<file path="src/rtl/mem_access_unit.sv">
// mem_access_unit: MEM stage that passes non-memory ops straight through and runs loads/stores
// as byte-serial req/ack transfers, stalling the pipeline until the last byte completes.
module mem_access_unit #(
  parameter int ALUOP_W = 8,
  parameter logic [ALUOP_W-1:0] OP_LB  = 8'h20,
  parameter logic [ALUOP_W-1:0] OP_LH  = 8'h21,
  parameter logic [ALUOP_W-1:0] OP_LW  = 8'h22,
  parameter logic [ALUOP_W-1:0] OP_LBU = 8'h23,
  parameter logic [ALUOP_W-1:0] OP_LHU = 8'h24,
  parameter logic [ALUOP_W-1:0] OP_SB  = 8'h28,
  parameter logic [ALUOP_W-1:0] OP_SH  = 8'h29,
  parameter logic [ALUOP_W-1:0] OP_SW  = 8'h2A
) (
  input  logic               dclk,
  input  logic               rst,
  input  logic [ALUOP_W-1:0] aluop_MEM_i,
  input  logic               wreg_MEM_i,
  input  logic [4:0]         waddr_MEM_i,
  input  logic [31:0]        alurslt_MEM_i,
  input  logic [31:0]        storedata_MEM_i,
  output logic               mem_req_o,
  output logic               mem_we_o,
  output logic [31:0]        mem_addr_o,
  output logic [7:0]         mem_wdata_o,
  input  logic [7:0]         mem_rdata_i,
  input  logic               mem_ack_i,
  output logic               stlreq_MEM_o,
  output logic               wreg_WB_o,
  output logic [4:0]         waddr_WB_o,
  output logic [31:0]        wdata_WB_o
);
  typedef enum logic [1:0] {IDLE, XFER, DONE} state_t;
  state_t state, state_n;
  logic [1:0] cnt, last;
  logic [31:0] data, ext;
  logic is_load, is_store, is_mem, is_b, is_h, pass, wb_load, acked;
  always_comb begin
    is_load  = aluop_MEM_i inside {OP_LB, OP_LH, OP_LW, OP_LBU, OP_LHU};
    is_store = aluop_MEM_i inside {OP_SB, OP_SH, OP_SW};
    is_mem   = is_load || is_store;
    is_b     = aluop_MEM_i inside {OP_LB, OP_LBU, OP_SB};
    is_h     = aluop_MEM_i inside {OP_LH, OP_LHU, OP_SH};
    last     = is_b ? 2'd0 : is_h ? 2'd1 : 2'd3;
    acked    = (state == XFER) && mem_req_o && mem_ack_i;
    state_n  = (state == IDLE) ? (is_mem ? XFER : IDLE) :
               (state == XFER) ? ((acked && cnt == last) ? DONE : XFER) : IDLE;
    ext      = (aluop_MEM_i == OP_LB)  ? {{24{data[7]}}, data[7:0]} :
               (aluop_MEM_i == OP_LBU) ? {24'd0, data[7:0]} :
               (aluop_MEM_i == OP_LH)  ? {{16{data[15]}}, data[15:0]} :
               (aluop_MEM_i == OP_LHU) ? {16'd0, data[15:0]} : data;
    pass         = (state == IDLE) && !is_mem;
    wb_load      = (state == DONE) && is_load;
    stlreq_MEM_o = ((state == IDLE) && is_mem) || (state == XFER);
    wreg_WB_o    = (pass || wb_load) && wreg_MEM_i;
    waddr_WB_o   = (pass || wb_load) ? waddr_MEM_i : 5'd0;
    wdata_WB_o   = pass ? alurslt_MEM_i : wb_load ? ext : 32'd0;
  end
  always_ff @(posedge dclk) begin
    if (rst) state <= IDLE;
    else state <= state_n;
  end
  // req drops for one cycle after every ack; the gap cycle re-issues the next byte
  always_ff @(posedge dclk) begin
    if (rst) begin
      cnt         <= '0;
      data        <= '0;
      mem_req_o   <= 1'b0;
      mem_we_o    <= 1'b0;
      mem_addr_o  <= '0;
      mem_wdata_o <= '0;
    end else if (state == IDLE && is_mem) begin
      cnt         <= '0;
      data        <= '0;
      mem_req_o   <= 1'b1;
      mem_we_o    <= is_store;
      mem_addr_o  <= alurslt_MEM_i;
      mem_wdata_o <= storedata_MEM_i[7:0];
    end else if (acked) begin
      cnt       <= cnt + 2'd1;
      mem_req_o <= 1'b0;
      mem_we_o  <= is_store && (cnt != last);
      if (is_load) data[8*cnt +: 8] <= mem_rdata_i;
    end else if (state == XFER && !mem_req_o) begin
      mem_req_o   <= 1'b1;
      mem_we_o    <= is_store;
      mem_addr_o  <= alurslt_MEM_i + {30'd0, cnt};
      mem_wdata_o <= storedata_MEM_i[8*cnt +: 8];
    end
  end
endmodule

</file>
<file path="config.mk">
export PLATFORM = sky130hd
export DESIGN_NAME = mem_access_unit
export DESIGN_NICKNAME = d
export VERILOG_FILES = /design/src/rtl/mem_access_unit.sv
export SDC_FILE = /design/constraint.sdc
export NUM_CORES = 1
export LEC_CHECK = 0
export BUFFER_PORTS_ARGS = -buffer_cell sky130_fd_sc_hd__buf_2
export CORE_UTILIZATION = 55
export DETAILED_ROUTE_END_ITERATION = 10
export GPL_TIMING_DRIVEN = 0
export PLACE_DENSITY = 0.84
export SLEW_MARGIN = 0
export SYNTH_ARGS = -nofsm -noshare
export SYNTH_HDL_FRONTEND = slang
export SYNTH_SLANG_ARGS = --single-unit
export TNS_END_PERCENT = 30
</file>
<file path="constraint.sdc">
create_clock -name dclk -period 8.15 [get_ports dclk]
set_input_delay 2.0375 -clock dclk [delete_from_list [all_inputs] [get_ports dclk]]
set_output_delay 2.0375 -clock dclk [all_outputs]
set_load 0.01 [all_outputs]
</file>
==> impl_metrics.ini <==
[clocking]
cts_tree = done
hold_buffers = 0
cts_inserted_buffers = 9
cts.sinks = 78
clk_pin_slew_ps = 70
postCtsSetupRepairBufs = 0
clk_path_buf_depth = 2
cts_htree_levels = 3
clockRootBuffer = clkbuf_8
cts_resized = 0
clock_latency_ps = 370

[timing]
hold_viol = 0
setup-tns-final_ps = 0
hold_slack_ps = 449
period_minus_slack_ps = 6190
maxSlewHeadroom = 0.424
fmax_mhz = 162
timing.final.crit_share = 0.759
rsz0062_at_grt = no
slew_viol_final = 0
tightestPinTransition_ps = 862
setup_viol = 0
fin_skew_ps = 15.8

[placement]
placed_area_mm2 = 0.00586
gp_congestion = 0.951
port_buffers = 166
hpwl_mm = 12.5

[worst_setup_path]
cp.depth = 9
arrival_ps = 4150
r2r-start = cnt[0]
startpoint = aluop_MEM_i[4]
critPathMaxStageDelay_ps = 520
cp_num_buf_inv = 4
path_cells = buf_2, or4b_1, buf_2, nor3_2, and3_1, clkbuf_1, a21oi_1, o21ai_1, buf_2
end_kind = output port
cp_common_cell = buf_2
crit_family = simple AND/OR/NAND/NOR gates
path_max_fanout = 8
critPathKind = in -> out
rr_worst_depth = 9
cp-start-kind = input pin
crit_required_ps = 6110
cp_slowest_cell = or4b_1

[drt]
vias = 5654
wirelength_mm = 16.2
drtIter0Drc = 503
antenna_left = 0
post_drt_wl_per_cell_um = 17.8
remaining_drc_errors = 0
dr.pass1.iters = 6
avgViaCountPerCell = 6.19

[run]
max-cap-violations = 0

[logic_synthesis]
synthXorXnorAreaFrac = 0.0215
yosysTopAreaCell = dfxtp_1
yosys.area_share.simple = 0.275
netlist_area_mm2 = 0.00490
synthMuxAreaShare = 0.0184
ys_seq_area_frac = 0.319
syn_area_per_cell_um2 = 7.85
synth-main-ff-cell = dfxtp_1
ys_warn_count = 0
synthCells = 624
synth_edf_count = 0
synth_fa_ha_area_frac = 0.0220
synth_seq_cells = 78
synth-compound-area-share = 0.287
synth_nets = 721
synth_top_family_by_area = compound AO/OA/AOI/OAI gates
synth_cell_types = 66
synth_top_area_share = 0.319
yosys-top-cells-area = dfxtp_1, a21oi_1, nand2_1
ys_async_sr_fraction = 0

[power_and_ir_drop]
powerDensity_mw_per_mm2 = 145
cellLeakagePower_nw = 2.44
ir_drop_mv = 0.0979

[die]
core_mm2 = 0.00868
rows = 34
fp.dieW_um = 96.4
die_area_mm2 = 0.00929
dieHeight_um = 96.4
ios = 170
start_util = 0.564

[layout]
finalNetCount = 898
final_common_cell = buf_2
final_area_mm2 = 0.00610
drive_gt1_frac = 0.286
syn_to_final_growth_pct = 24.5
n_antenna_cell = 0
mostFrequentLayoutCells = buf_2, a21oi_1, dfxtp_1, nand2_1, nand3_1

[grt]
grt_pass1_vias = 4883
grt_antenna_before_repair = 0
grt_max_degree = 14
grt_usage = 0.341
grt_pass1_wl_mm = 24.0
gr-total-overflow = 0

[worst_hold_path]
holdPathStages = 2
hp-class = reg -> reg
hp-start = mem_wdata_o[2]

[status]
status = complete, no violations
## synth_stat cells (7+ instances only)
library cell,instances
a21oi_1,79
dfxtp_1,78
nand2_1,74
nand3_1,43
nor2_1,39
clkbuf_1,28
a22o_1,24
o21ai_1,21
a211oi_1,18
o21ai_0,16
buf_2,15
inv_1,14
xnor2_1,12
o22ai_1,11
mux2i_1,9
nand4_1,9
a221oi_1,7
ha_1,7
nor4_1,7
o21a_1,7
## worst min-delay path, stage by stage, from the launching register on
cell and delay (ps):
dfxtp_1 310, nand2_1 50, a21oi_1 50
## kinds of logic (layout without fill, tap and decap cells)
family / Yosys count / in the layout
fa+ha+maj: 8 / 8
xor+xnor: 12 / 12
buf+inv: 65 / 246
flops: 78 / 78
mux: 9 / 9
compound gates: 214 / 214
simple gates: 238 / 238
## flip-flops by register name, indices dropped and copies added (netlist names)
signal	cells
cnt	2
data	32
mem_addr_o	32
mem_req_o	1
mem_wdata_o	8
mem_we_o	1
state	2
## through the flow
step | util | setup slack [ps] | power (mW) | std cells
2_1_floorplan | - | 2480 | 0.469 | 624
3_5_place_dp | 0.676 | 1990 | 0.537 | 898
6_report | 0.703 | 1960 | 0.883 | 913
3_3_place_gp | 0.676 | 2050 | 0.534 | 898
4_1_cts | 0.703 | 1990 | 0.878 | 913
5_1_grt | 0.703 | 1880 | 0.912 | 913
## area by class of cell
cell class,instances,area [µm²]
clock buffer,9,124
buffer,50,225
multi-input combinational,481,3060
clock inverter,6,111
timing repair buffer,166,831
sequential,78,1560
inverter,15,56.3
tap,108,135
fill,734,2580
## where the power goes
part           internal (mW)  switching [mW]
Sequential             0.388         0.00416
Combinational         0.0566          0.0824
Clock                  0.202           0.150
Total                  0.647           0.236
## final timing paths
check	end	slack (ps)
max	wdata_WB_o[13]	1960
min	mem_wdata_o[2]	450
max reg2reg	mem_addr_o[14]	5440
min reg2reg	mem_wdata_o[2]	450
## per-layer routing
metal,global-route usage,share of wire,up-vias
li1,-,-,2668
met1,0.449,0.40,2598
met2,0.538,0.47,341
met3,0.0524,0.098,47
met4,0.175,0.030,0
met5,0,0,-
Note: power is estimated with default switching activity, not from simulation.
